**src/rtl/rr_arbiter_4_pkg.sv**
```systemverilog
// Shared definitions for the four-client round-robin arbiter: state encodings
// and requester count, imported by the RTL and its bench.
package rr_arbiter_4_pkg;

    localparam int unsigned NUM_REQ = 4;
    localparam int unsigned IDX_W   = 2;

    typedef enum logic [1:0] {
        IDLE    = 2'd0,
        GRANT   = 2'd1,
        RELEASE = 2'd2
    } arb_state_t;

endpackage : rr_arbiter_4_pkg

```
**src/rtl/rr_arbiter_4_if.sv**
```systemverilog
// Client-side request/grant bundle of the round-robin arbiter.
interface rr_arbiter_4_if;
    import rr_arbiter_4_pkg::*;

    logic [NUM_REQ-1:0] req;
    logic               done;
    logic [NUM_REQ-1:0] grant;
    logic [IDX_W-1:0]   grant_idx;
    logic               busy;
    logic               timeout;

    // master: the clients; slave: the arbiter
    modport master (
        output req, done,
        input  grant, grant_idx, busy, timeout
    );

    modport slave (
        input  req, done,
        output grant, grant_idx, busy, timeout
    );

endinterface : rr_arbiter_4_if

```
**src/rtl/rr_arbiter_4_decoder.sv**
```systemverilog
// 2-to-4 one-hot decoder used to form the arbiter grant vector.
module decoder_2to4 (
    input  logic [1:0] sel,
    output logic [3:0] onehot
);

    always_comb begin
        onehot      = '0;
        onehot[sel] = 1'b1;
    end

endmodule : decoder_2to4

```
**src/rtl/rr_arbiter_4.sv**
```systemverilog
// Four-requester round-robin arbiter with hold, done handshake and hold
// timeout; owner index and flags are registered, grant is decoded from them.
module rr_arbiter_4
    import rr_arbiter_4_pkg::*;
#(
    parameter int unsigned MAX_HOLD = 16,
    parameter int unsigned CNT_W    = 5
) (
    input logic           clk,
    input logic           rst_n,
    rr_arbiter_4_if.slave bus
);

    localparam logic [CNT_W-1:0] HOLD_LIM = CNT_W'(MAX_HOLD);

    arb_state_t         state;
    logic [IDX_W-1:0]   ptr;
    logic [CNT_W-1:0]   hold_cnt;
    logic [IDX_W-1:0]   grant_idx_q;
    logic               busy_q;
    logic               timeout_q;
    logic [IDX_W-1:0]   winner;
    logic [NUM_REQ-1:0] onehot;
    logic               owner_req;
    logic               release_now;

    // First requester found scanning upward from ptr with 2-bit wrap
    always_comb begin
        logic             found;
        logic [IDX_W-1:0] idx;
        winner = '0;
        found  = 1'b0;
        idx    = '0;
        for (int unsigned i = 0; i < NUM_REQ; i++) begin
            idx = ptr + IDX_W'(i);
            if (!found && bus.req[idx]) begin
                winner = idx;
                found  = 1'b1;
            end
        end
    end

    assign owner_req   = bus.req[grant_idx_q];
    assign release_now = bus.done || !owner_req || (hold_cnt == HOLD_LIM);

    always_ff @(posedge clk or negedge rst_n) begin
        if (!rst_n) begin
            state       <= IDLE;
            ptr         <= '0;
            hold_cnt    <= '0;
            grant_idx_q <= '0;
            busy_q      <= 1'b0;
            timeout_q   <= 1'b0;
        end else begin
            timeout_q <= 1'b0;
            case (state)
                IDLE: begin
                    if (|bus.req) begin
                        grant_idx_q <= winner;
                        busy_q      <= 1'b1;
                        hold_cnt    <= CNT_W'(1);
                        state       <= GRANT;
                    end
                end
                GRANT: begin
                    if (release_now) begin
                        busy_q    <= 1'b0;
                        ptr       <= grant_idx_q + IDX_W'(1);
                        hold_cnt  <= '0;
                        // timeout only when neither done nor a dropped request caused release
                        timeout_q <= !bus.done && owner_req;
                        state     <= RELEASE;
                    end else begin
                        hold_cnt <= hold_cnt + CNT_W'(1);
                    end
                end
                RELEASE: state <= IDLE;
                default: state <= IDLE;
            endcase
        end
    end

    decoder_2to4 u_decoder (
        .sel    (grant_idx_q),
        .onehot (onehot)
    );

    assign bus.grant     = busy_q ? onehot : '0;
    assign bus.grant_idx = grant_idx_q;
    assign bus.busy      = busy_q;
    assign bus.timeout   = timeout_q;

endmodule : rr_arbiter_4

```
**src/flat_wrapper.sv**
```systemverilog
// flat-port wrapper written by rule: the top's interface ports become plain ports
module rr_arbiter_4_flat import rr_arbiter_4_pkg::*;
#(
    parameter int unsigned MAX_HOLD = 16,
    parameter int unsigned CNT_W    = 5
)
  (clk, rst_n, bus_req, bus_done, bus_grant, bus_grant_idx, bus_busy, bus_timeout);
  rr_arbiter_4_if bus_i ();
  input logic clk;
  input logic rst_n;
  input wire logic [$bits(bus_i.req)-1:0] bus_req;
  input wire logic [$bits(bus_i.done)-1:0] bus_done;
  output wire logic [$bits(bus_i.grant)-1:0] bus_grant;
  output wire logic [$bits(bus_i.grant_idx)-1:0] bus_grant_idx;
  output wire logic [$bits(bus_i.busy)-1:0] bus_busy;
  output wire logic [$bits(bus_i.timeout)-1:0] bus_timeout;
  assign bus_i.req = bus_req;
  assign bus_i.done = bus_done;
  assign bus_grant = bus_i.grant;
  assign bus_grant_idx = bus_i.grant_idx;
  assign bus_busy = bus_i.busy;
  assign bus_timeout = bus_i.timeout;
  rr_arbiter_4 #(.MAX_HOLD(MAX_HOLD), .CNT_W(CNT_W)) u_core (.clk(clk), .rst_n(rst_n), .bus(bus_i));
endmodule
```
**config.mk**
```make
export PLATFORM = sky130hd
export DESIGN_NAME = rr_arbiter_4_flat
export DESIGN_NICKNAME = d
export VERILOG_FILES = /design/src/rtl/rr_arbiter_4_pkg.sv /design/src/rtl/rr_arbiter_4_if.sv /design/src/rtl/rr_arbiter_4_decoder.sv /design/src/rtl/rr_arbiter_4.sv /design/src/flat_wrapper.sv
export SDC_FILE = /design/constraint.sdc
export NUM_CORES = 1
export LEC_CHECK = 0
export ABC_AREA = 1
export CORE_ASPECT_RATIO = 1.25
export CORE_UTILIZATION = 47
export DETAILED_ROUTE_END_ITERATION = 10
export PLACE_DENSITY = 0.77
export SYNTH_ARGS = -nofsm -noshare
export SYNTH_HDL_FRONTEND = slang
export SYNTH_SLANG_ARGS = --single-unit
```
**constraint.sdc**
```tcl
create_clock -name clk -period 1.3 [get_ports clk]
set_input_delay 0.26 -clock clk [delete_from_list [all_inputs] [get_ports clk]]
set_output_delay 0.26 -clock clk [all_outputs]
set_load 0.01 [all_outputs]
```
Yosys cells after proc, flatten, opt, wreduce, memory -nomap -nowiden. Index checks and enable logic that the tools add are counted. Widths: inputs -> output; s select.

Add/subtract/negate cells: 5. Magnitude comparators: 6. Equality and inequality tests: 4. Mux-type cells: 31. Reductions and logical operators: 20.

Operators by type and width (number): $lt 2x3->1 const B (5); $mux 1 (13); $mux 2 (6); $bmux 1 s2 (5); $mux 5 (2); $pmux 5 s2 (1); $reduce_and 2->1 (4); $add 5x1->5 const B (1); $eq 5x5->1 const B (1); $logic_and 1x1->1 (5); $logic_not 1->1 (5); $add 2x1->2 const B (2); $add 2x2->2 const B (2); $mux 4 (1); $ne 2x1->1 const B (2); $pmux 2 s2 (1); $reduce_or 4->1 (1); $reduce_and 3->1 (1); $demux 1 s2 (1); $eq 2x1->1 const B (1); $ge 2x1->1 const B (1); $logic_not 2->1 (1); $logic_or 1x1->1 (2); $pmux 1 s2 (1); $reduce_bool 2->1 (1).

Bits in registers: 13. Input port bits: 7. Word-level logic and storage cells: 72.

Logic depth before layout (Yosys ltp). Gate-level depths: netlist (run 1).

Depth in word-level cells: 12. Depth in mapped cells: 12. Mapped depth without buffers: 12.

Hierarchy. From an unflattened synthesis (run 1), not the netlist that was laid out.

Cell total of the unflattened synthesis: 153. Area, all modules: 980.9 µm².

By module, submodules not included: rr_arbiter_4 (instances 1, cells an instance 146, area an instance 954.7 µm², seq. area each 325.3 µm²); decoder_2to4 (instances 1, cells an instance 7, area an instance 26.3 µm², seq. area each 0.0 µm²).

Worst setup path before layout (run 1). No wires, ideal clock.

Kind: flip-flop to flip-flop. Start: register u_core.ptr[0]. End: register u_core.grant_idx_q[0] (netlist: u_core.bus.grant_idx[0]). Arrival: 1.113 ns. Path slack: 0.070 ns. Cell stages (with the launch flop): 11. Path buffers: 0. Cells stage by stage: dfrtp_1 inv_2 nand2_2 nand2_2 nand2_1 nand2_2 inv_1 a21oi_1 nand2_1 nand3_1 nand2_1.

Word-level cells in the longest chain between the ends: 12. Elaborated cells on any way between the ends: 24. Classes of those cells: add/sub: 3; mux: 15; reduce/logical: 6.

RTL lines: from (decl) (RTL line rr_arbiter_4.sv:17) `logic [IDX_W-1:0] ptr;`; from (signal assigned) (RTL line rr_arbiter_4.sv:68) `ptr <= grant_idx_q + IDX_W'(1);`; branches (longest 11 deep; another with $add 2x1->2); $mux 2 * (RTL line rr_arbiter_4.sv:36) `if (!found && bus.req[idx]) begin`; to (signal assigned) (RTL line rr_arbiter_4.sv:59) `grant_idx_q <= winner;`; to (decl) (RTL line rr_arbiter_4.sv:19) `logic [IDX_W-1:0] grant_idx_q;`.

Every way passes the cells marked *. The select of a mux whose other input is x is not followed. A chain may end at the register's enable or synchronous reset.

Worst setup path in the final report (run 1).
Start: register u_core.grant_idx_q[0] (netlist: u_core.bus.grant_idx[0]). End: register u_core.ptr[1].

Word-level cells in the longest chain between the ends: 6. Elaborated cells on any way between the ends: 7. Classes of those cells: add/sub: 1; mux: 2; reduce/logical: 4.

RTL lines: $bmux 1 s2 (RTL line rr_arbiter_4.sv:43) `assign owner_req = bus.req[grant_idx_q];`; $mux 1 (implied by the code) (RTL line rr_arbiter_4.sv:43); $logic_not 1->1 (RTL line rr_arbiter_4.sv:44) `assign release_now = bus.done || !owner_req || (hold_cnt == HOLD_LIM);`; $logic_or 1x1->1 (2 in a row) (RTL line rr_arbiter_4.sv:44); $reduce_and 2->1 (no line).

Several ways; a longest one is shown, not always the timed one. The select of a mux whose other input is x is not followed.

==> results of run 1 <==
[power by group through the flow]
| stage | Clock (mW) | Combinational [mW] | Sequential, mW |
|---|---|---|---|
| floorplan | 0 | 1.17 | 0.703 |
| global placement | 0 | 1.97 | 0.694 |
| detailed placement | 0 | 2.02 | 0.706 |
| CTS | 0.252 | 2.38 | 0.688 |
| global route | 0.268 | 3.07 | 0.736 |
| finish | 0.243 | 2.85 | 0.721 |
[cell type report]
type                    count  area, µm²  area share [%]
clock buffers               4       26.3            1.68
inverters                  26        105            6.71
multi-input cells         108        711            45.4
flip-flops and latches     13        329            21.0
well taps                  20       25.0            1.60
repair buffers             42        365            23.3
repair inverters            1       5.00           0.319
[cells in the mapped netlist]
| cell | count |
|---|---|
| a21oi_1 | 2 |
| buf_6 | 1 |
| dfrtp_1 | 13 |
| ha_1 | 6 |
| inv_1 | 21 |
| inv_2 | 5 |
| nand2_1 | 53 |
| nand2_2 | 12 |
| nand3_1 | 7 |
| nand3_2 | 1 |
| nand4_1 | 4 |
| nor2_1 | 9 |
| nor2_4 | 1 |
| nor3_1 | 1 |
| o211ai_1 | 2 |
| o21ai_0 | 2 |
| o21ai_1 | 2 |
| o21ai_2 | 1 |
| o22ai_1 | 2 |
| xnor2_1 | 1 |
| xor2_1 | 2 |
[how the worst min path moves through the flow]
stage                                   from                 end  slack [ps]  depth (start not counted)
final                                  rst_n  u_core.hold_cnt[4]         280                          2
after global routing                   rst_n     u_core.bus.busy         310                          2
after CTS                              rst_n  u_core.hold_cnt[1]         280                          2
after detailed placement  u_core.hold_cnt[3]  u_core.hold_cnt[3]         560                          2
after global placement    u_core.hold_cnt[3]  u_core.hold_cnt[3]         530                          2
after floorplan                        rst_n     u_core.bus.busy         -40                          0
[metal layers]
metal  wire (µm)  GRT usage (%)  up-vias
met1        1040           25.6      545
met5           0              0        -
met3         141           2.39       12
li1            -              -      550
met4          74           9.60        0
met2        1830           53.0       46
[sequential cells by signal, summed over array words and instances (netlist names)]
signal	flops
u_core.bus.busy	1
u_core.bus.grant_idx	2
u_core.bus.timeout	1
u_core.hold_cnt	5
u_core.ptr	2
u_core.state	2
[cell families after synthesis]
logic type | Yosys count
compound gates | 11
buf+inv | 27
xor+xnor | 3
fa+ha+maj | 6
flops | 13
simple gates | 88
[per-stage QoR]
| stage | util (%) | hold slack [ps] | area, µm² | setup TNS, ps |
|---|---|---|---|---|
| 2_1_floorplan | - | -35.6 | 996 | 0 |
| 3_3_place_gp | 65.5 | 530 | 1300 | -4500 |
| 3_5_place_dp | 65.5 | 558 | 1300 | -5140 |
| 4_1_cts | 73.0 | 279 | 1450 | -1710 |
| 5_1_grt | 79.0 | 311 | 1570 | -3800 |
| 6_report | 79.0 | 284 | 1570 | -2760 |
[worst max-delay path: cells and delay by family, from the launching register on]
kind	cells	cell delay, ps
compound gates	2	310
buf+inv	2	280
flops	1	460
simple gates	4	410
[what timing repair did]
action                                  CTS  global route
gates cloned                              0             1
buffers inserted                          8             2
hold buffers                              0             0
endpoints found under the setup margin   20            18
resized for setup                        45            35
pin swaps                                16            20
==> flow_summary_export.csv, run 1 <==
group,metric,value,unit
run_status,outcome,"complete, but fails checks",
run_status,failed_checks,"setup timing",
detailed_routing,via_per_inst,5.39,
detailed_routing,dr.pass1.iters,5,
logic_synthesis,synth_top_family_by_area,"simple AND/OR/NAND/NOR gates",
finish,areaGrowthSynthToFinish,57.3,%
cts,cts_max_level,1,
logic_synthesis,synth-xor-area-share,2.64,%
floorplanning,die_width,43.2,µm
worst_setup_path,cp-end-kind,"flip-flop",
timing,hold_violations,0,
place,portBuffers,14,
worst_setup_path,r2r-end,"u_core.ptr[1]",
pwr,p_switching,1.87,mW
floorplanning,ioPinCount,15,
timing,period_needed,1530,ps
logic_synthesis,yosysTopAreaCell,"dfrtp_1",
logic_synthesis,synth_fa_ha_area_share,7.54,%
pwr,powerDensity,2440,nW/µm²
detailed_routing,vias,1153,
logic_synthesis,ys_seq_area_share,32.7,%
global_route,antenna_found_initial,0,
logic_synthesis,synth_warnings,0,
timing,period_share,118,%
global_route,grt_usage,25.7,%
detailed_routing,drc,0,
pwr,p_clk_share,6.4,%
detailed_routing,ant_nets,0,
logic_synthesis,synth_mux_area_share,0,%
min_path,hold_path.class,"input port to asynchronous set/reset pin",
logic_synthesis,postSynthCellCount,148,
cts,cts_made_buffers,3,
finish,fin_nets,208,
detailed_routing,drt_iter0_drc,28,
logic_synthesis,synth-compound-area-share,6.66,%
worst_setup_path,path_cells,"buf_4 -> o211ai_1 -> nand2_1 -> nand3_1 -> nand2_2 -> inv_2 -> nand2_1 -> o21ai_1",
pwr,cellLeakagePower,0.834,nW
pwr,pwr-share-comb,74.7,%
worst_setup_path,cp-start-kind,"flip-flop",
global_route,overflow,0,
global_route,grt_pass1_wl,4330,µm
floorplanning,dieArea,2310,µm²
pwr,p_seq_share,18.9,%
logic_synthesis,yosys_register_bits,13,
cts,clk_latency,270,ps
detailed_routing,wire_per_inst,14.4,µm
finish,final_cells,214,
finish,layout_common_cells,"nand2_1 (35), nand2_2 (23), buf_4 (23)",
worst_setup_path,reg2reg_from,"u_core.bus.grant_idx[0]",
worst_setup_path,rrSetupSlack,-230,ps
timing,tightest_slew,232,ps
logic_synthesis,ys_types,21,
worst_setup_path,cp-startpoint,"u_core.bus.grant_idx[0]",
floorplanning,initial_core_util,50.3,%
cts,cts.clk_slew.worst_paths,80,ps
place,place_inst,199,
timing,rsz0062_at_grt,"yes",
floorplanning,num_rows,18,
detailed_routing,totalWireLength,3090,µm
worst_setup_path,crit_arrival,1730,ps
worst_setup_path,endpoint,"u_core.ptr[1]",
worst_setup_path,cp.required,1500,ps
finish,antennaDiodeCount,0,
timing,clock_skew,2.85,ps
logic_synthesis,synth_nets,161,
worst_setup_path,crit_fanout,6,
logic_synthesis,yosys.area_share.simple,39.6,%
worst_setup_path,cpMaxStageDelayCell,"dfrtp_2",
finish,layout_commonest_cell,"nand2_1",
logic_synthesis,synth_top_area_share,32.7,%
timing,slew_headroom,84.4,%
global_route,grt_max_degree,14,
cts,cts_tree,"built",
pwr,internal_power,1.95,mW
floorplanning,chipHeight,53.5,µm
floorplanning,core,1980,µm²
place,gp_congestion,0.935,
worst_setup_path,slowest_delay,460,ps
run,max_cap_viol_count,0,
cts,cts_root_buf,"clkbuf_4",
finish,fill_cells,135,
cts,clockBufferDepth,2,
logic_synthesis,syn_area,996,µm²
pwr,power,3.82,mW
timing,setup_viol_count_final,16,
timing,fmax,652,MHz
worst_setup_path,r2r.worst_path.cells,8,
timing,slew_viol_final,0,
worst_setup_path,path_class,"flip-flop to flip-flop",
pwr,irDropWorstVdd,0.00155,V
pwr,switching_share,48.9,%
place,preCtsSetupSlack,-393,ps
timing,setup_ws,-233,ps
worst_setup_path,crit_top_cell,"nand2_1",
place,place_hpwl,1910,µm
global_route,first_global_vias,1032,
finish,drive_above_1_share,47.9,%
cts,cts.sinks,13,
logic_synthesis,synth_area_leaders,"dfrtp_1 (33%), nand2_1 (20%), inv_1 (7.9%), ha_1 (7.5%), nand2_2 (7.5%)",
logic_synthesis,syn_avg_cell_area,6.73,µm²
(Power assumes the default switching activity.)
==> inputs of run 2 (changes only) <==
- RECOVER_POWER: unset -> 25
- TNS_END_PERCENT: unset -> 10
==> run 2 against run 1 <==
- the run still ends with setup timing left
- non-clock buffer count decreased by 6
- clock skew increased by 2.0 ps
- via count decreased by 9.4%
- hold slack improved by 250 ps
- sequential share of layout area increased by 2.6 points
- register-to-register slack improved by 90 ps
- first-iteration DRC count decreased by 39%
- sequential power decreased by 5.1%
- die area unchanged
- fmax increased by 4.0%
- combinational power decreased by 21%
- highest routed layer unchanged
==> flow_summary_export.csv, run 2 (synthesis gave the netlist of run 1 again) <==
group,metric,value,unit
timing,slew_viol_final,0,
finish,layout_commonest_cell,"nand2_1",
timing,whs,538,ps
finish,drive_above_1_share,34.8,%
worst_setup_path,path_class,"flip-flop to output pin",
cts,cts.sinks,13,
timing,setup_viol_count_final,16,
pwr,cellLeakagePower,0.763,nW
finish,top_register,"u_core.hold_cnt",
run,max_cap_viol_count,0,
floorplanning,initial_core_util,50.3,%
global_route,grt_max_degree,14,
timing,setup_ws,-174,ps
worst_setup_path,slowest_delay,400,ps
floorplanning,num_rows,18,
finish,final_cells,207,
detailed_routing,drt_iter0_drc,17,
cts,cts_root_buf,"clkbuf_4",
global_route,first_global_vias,993,
worst_setup_path,critical_path.top_delay_family,"flip-flops",
place,gp_congestion,0.935,
cts,clockBufferDepth,2,
timing,fmax,678,MHz
run_status,failed_checks,"setup timing",
worst_setup_path,cp-start-kind,"flip-flop",
worst_setup_path,cp.required,1040,ps
timing,period_share,113,%
run_status,outcome,"complete, but fails checks",
detailed_routing,dr.pass1.iters,4,
timing,period_needed,1470,ps
place,place_inst,199,
global_route,grt_usage,24.0,%
detailed_routing,ant_nets,0,
finish,largest_reg_flops,5,
cts,clk_latency,270,ps
floorplanning,ioPinCount,15,
worst_setup_path,cp-end-kind,"output pin",
global_route,antenna_found_initial,0,
finish,antennaDiodeCount,0,
worst_setup_path,path_buf_inv,4,
timing,tns,-1680,ps
detailed_routing,vias,1045,
finish,final_util,70.0,%
cts,holdBufCountCts,0,
detailed_routing,via_per_inst,5.05,
floorplanning,chipHeight,53.5,µm
timing,rsz0062_at_grt,"yes",
place,portBuffers,14,
pwr,powerDensity,2280,nW/µm²
cts,cts.clk_slew.worst_paths,80,ps
detailed_routing,totalWireLength,2500,µm
floorplanning,dieArea,2310,µm²
floorplanning,core,1980,µm²
worst_setup_path,crit_fanout,2,
timing,slew_headroom,53.2,%
timing,tightest_slew,702,ps
worst_setup_path,cpMaxStageDelayCell,"dfrtp_1",
finish,fin_nets,201,
cts,cts_tree,"built",
worst_setup_path,path_cells,"buf_4 -> inv_2 -> ha_2 -> nand2_1 -> inv_1 -> buf_2",
detailed_routing,wire_per_inst,12.1,µm
finish,layout_common_cells,"nand2_1 (49), inv_1 (17), buf_4 (17)",
finish,fill_cells,177,
worst_setup_path,crit_arrival,1210,ps
min_path,hold_path.class,"input port to asynchronous set/reset pin",
place,place_hpwl,1910,µm
cts,cts_max_level,1,
pwr,irDropWorstVdd,0.00147,V
global_route,grt_pass1_wl,4060,µm
finish,areaGrowthSynthToFinish,39.3,%
detailed_routing,drc,0,
global_route,overflow,0,
cts,cts_made_buffers,3,
timing,hold_violations,0,
floorplanning,die_width,43.2,µm
timing,clock_skew,4.89,ps
==> run 2: cell type report <==
cell class / count / area, µm² / area share, %
flip-flops and latches: 13 / 328 / 23.6
clock buffers: 4 / 26.3 / 1.89
multi-input cells: 108 / 604 / 43.6
inverters: 26 / 100 / 7.21
repair buffers: 36 / 304 / 21.9
well taps: 20 / 25.0 / 1.80
==> run 2: repair_timing <==
item / in CTS / in global routing
pin swaps: 6 / 4
endpoints found under the setup margin: 20 / 18
gates cloned: 0 / 0
buffers inserted: 4 / 0
resized for setup: 35 / 11
==> run 2: path summary, 6_finish.rpt <==
| path | cells after the start | startpoint | endpoint | slack, ps |
|---|---|---|---|---|
| max | 6 | u_core.bus.grant_idx[1] | bus_grant[1] | -170 |
| min | 2 | rst_n | u_core.hold_cnt[1] | 540 |
| max reg2reg | 8 | u_core.bus.grant_idx[0] | u_core.hold_cnt[4] | -140 |
| min reg2reg | 2 | u_core.hold_cnt[3] | u_core.hold_cnt[3] | 590 |
| max in group asynchronous | 2 | rst_n | u_core.bus.grant_idx[0] | 270 |
| min in group clk | 2 | u_core.hold_cnt[3] | u_core.hold_cnt[3] | 590 |
==> run 2: report_power, final <==
part,switching (mW),internal [mW],total (mW)
clock,0.123,0.119,0.242
sequential,0.139,0.545,0.684
combinational,1.22,1.01,2.24
total,1.49,1.68,3.16
==> run 2: metrics by stage <==
step	total power, mW	setup slack (ps)	instance area (µm²)
3_3_place_gp	2.66	-353	1300
4_1_cts	3.09	-165	1370
2_1_floorplan	1.87	69.9	996
6_report	3.16	-174	1390
3_5_place_dp	2.73	-393	1300
5_1_grt	3.46	-275	1390
==> run 2: metal layers <==
metal  global-route usage (%)  wire length (µm)
met4                     8.08                19
met1                     23.3               952
met3                     2.39                64
met5                        0                 0
met2                     50.5              1460
==> inputs of run 3 (changes only) <==
- ABC_AREA: 1 -> 0
- CORE_UTILIZATION: 47 -> 45
- PLACE_DENSITY: 0.77 -> 0.76
==> run 3 against run 2 <==
- the flow still finishes with violations (setup timing)
- wire length down 18%
- power down 23%
- critical path depth unchanged
- synthesized cell count down 45%
- via count down 25%
- area after synthesis down 16%
- sequential share of layout area up 2.7 points
- flip-flop and latch count unchanged
- fmax down 9.5%
- die area down 12%
- clock skew up 1.6 ps
- combinational power down 34%
==> flow_summary_export.csv, run 3 <==
group,metric,value,unit
place,preCtsSetupSlack,-545,ps
min_path,hold_path.class,"input port to asynchronous set/reset pin",
timing,period_needed,1630,ps
detailed_routing,drc,0,
timing,slew_viol_final,0,
finish,largest_reg_flops,5,
run_status,outcome,"complete, but fails checks",
detailed_routing,totalWireLength,2040,µm
logic_synthesis,yosysMostFrequentCell,"dfrtp_1",
place,gp_congestion,0.787,
floorplanning,dieArea,2030,µm²
run_status,failed_checks,"setup timing",
logic_synthesis,synth_flop_cell,"dfrtp_1",
detailed_routing,vias,785,
logic_synthesis,ys_seq_area_share,39.1,%
logic_synthesis,syn_avg_cell_area,10.1,µm²
global_route,grt_usage,24.0,%
logic_synthesis,synth_common_cells,"dfrtp_1 (13), inv_1 (8), ha_1 (6), a21oi_1 (5), and2_1 (5)",
finish,fin_nets,137,
finish,final_util,71.6,%
global_route,use_met3,2.70,%
detailed_routing,wire_per_inst,14.4,µm
cts,cts_root_buf,"clkbuf_4",
finish,antennaDiodeCount,0,
place,place_hpwl,1420,µm
timing,hold_violations,0,
detailed_routing,via_per_inst,5.53,
floorplanning,core,1740,µm²
logic_synthesis,postSynthCellCount,82,
finish,register_area,329,µm²
detailed_routing,ant_nets,0,
timing,clock_skew,6.54,ps
cts,cts_made_buffers,3,
timing,rsz0062_at_grt,"yes",
worst_setup_path,cp-startpoint,"u_core.bus.grant_idx[1]",
logic_synthesis,synth_nets,95,
finish,fill_cells,132,
global_route,overflow,0,
floorplanning,num_rows,17,
logic_synthesis,synth_top_area_share,39.1,%
cts,cts.sinks,13,
finish,multi_input_area,529,µm²
finish,layout_commonest_cell,"buf_4",
floorplanning,initial_core_util,47.7,%
cts,cts_tree,"built",
finish,areaGrowthSynthToFinish,50.1,%
pwr,powerDensity,1950,nW/µm²
global_route,grt_use_met2,45.0,%
logic_synthesis,synth_warnings,0,
logic_synthesis,ys_types,33,
logic_synthesis,async_flop_share,100,%
detailed_routing,dr.pass1.iters,4,
logic_synthesis,syn_area,832,µm²
global_route,grt_pass1_wl,3230,µm
timing,setup_ws,-329,ps
worst_setup_path,cp-start-kind,"flip-flop",
finish,layout_common_cells,"buf_4 (18), dfrtp_1 (10), inv_1 (6), dlygate4sd2_1 (6)",
timing,fmax,614,MHz
cts,cts_max_level,1,
global_route,busiest_layer,"met2",
timing,slew_headroom,52.9,%
finish,top_register,"u_core.hold_cnt",
worst_setup_path,cp-end-kind,"flip-flop",
pwr,cellLeakagePower,0.596,nW
logic_synthesis,synth_area_leaders,"dfrtp_1 (39%), ha_1 (9.0%), mux2i_1 (4.8%), and2_1 (3.8%), inv_1 (3.6%)",
logic_synthesis,synth-edff-count,0,
global_route,grtUsageMet1,24.0,%
global_route,first_global_vias,776,
global_route,grt_max_degree,14,
finish,drive_above_1_share,43.1,%
timing,tightest_slew,706,ps
cts,clockBufferDepth,2,
worst_setup_path,path_class,"flip-flop to flip-flop",
cts,holdBufCountCts,0,
cts,cts.clk_slew.worst_paths,80,ps
place,portBuffers,14,
timing,setup_viol_count_final,16,
worst_setup_path,cp.required,1480,ps
floorplanning,chipHeight,50.1,µm
floorplanning,die_width,40.5,µm
logic_synthesis,yosysTopAreaCell,"dfrtp_1",
detailed_routing,drt_iter0_drc,15,
run,max_cap_viol_count,0,
floorplanning,ioPinCount,15,
global_route,antenna_found_initial,0,
pwr,irDropWorstVdd,0.000973,V
timing,period_share,125,%
worst_setup_path,crit_fanout,5,
cts,clk_latency,290,ps
logic_synthesis,yosys_register_bits,13,
worst_setup_path,crit_arrival,1810,ps
worst_setup_path,reg2reg_from,"u_core.bus.grant_idx[1]",
run 3: cell types whose count changed after synthesis, moves of 3 or more:
cell	delta
nand3_1	-4
mux2i_1	+4
nand2b_1	+3
and2_1	+5
nor2_1	-6
inv_2	-5
nand2_2	-12
nand4_1	-3
nand2_1	-49
a21oi_1	+3
inv_1	-13
run 3: cell families (layout without fill, tap and decap cells):
logic type	count (synthesis)	in the layout	synth area share, %
flops	13	13	39.1
compound gates	20	20	19.9
mux	5	5	6.62
buf+inv	9	50	4.21
fa+ha+maj	6	6	9.02
simple gates	29	29	21.2
run 3: critical path, cell delays in order (launching register included):
cell and delay, ps:
dfrtp_2 430, buf_6 130, buf_6 110, mux2i_4 180
o22ai_4 260, a21oi_4 100, mux2_4 300
run 3: power breakdown:
part,internal [mW],switching [mW]
Combinational,0.791,0.684
Clock,0.119,0.138
Sequential,0.550,0.146
run 3: final timing paths:
path / endpoint / slack, ps / cells after the start
min in group clk: u_core.hold_cnt[3] / 590 / 2
worst min-delay path: u_core.hold_cnt[1] / 520 / 2
worst min register to register: u_core.hold_cnt[3] / 590 / 2
worst max-delay path: u_core.ptr[1] / -330 / 6
max in group asynchronous: u_core.bus.grant_idx[1] / 280 / 2
worst max register to register: u_core.ptr[1] / -330 / 6
run 3: through the flow:
stage | cells | cell area [µm²] | hold slack [ps] | TNS, ps | total power, mW
after floorplan | 82 | 847 | -35.6 | -270 | 1.40
after global placement | 134 | 1160 | 557 | -5310 | 1.96
after detailed placement | 134 | 1160 | 565 | -5720 | 2.00
after CTS | 141 | 1220 | 268 | -3560 | 2.36
after global routing | 142 | 1250 | 596 | -4550 | 2.62
final | 142 | 1250 | 519 | -3680 | 2.43
run 3: layer usage:
metal	up-vias	part of all wire (%)
li1	374	-
met4	0	2.0
met3	5	4.4
met5	-	0
met2	23	58
met1	383	36
run 3: final cells by class:
cell class / count / area share, %
Clock buffer: 4 / 2.10
Inverter: 8 / 2.61
Multi-Input combinational cell: 60 / 42.4
Sequential cell: 13 / 26.4
Tap cell: 19 / 1.90
Timing Repair Buffer: 38 / 24.6
run 3: timing repair:
item	in CTS	in global routing
setup buffers	3	1
gates resized for setup	37	10
pin swaps	7	2
endpoints found under the setup margin	21	20
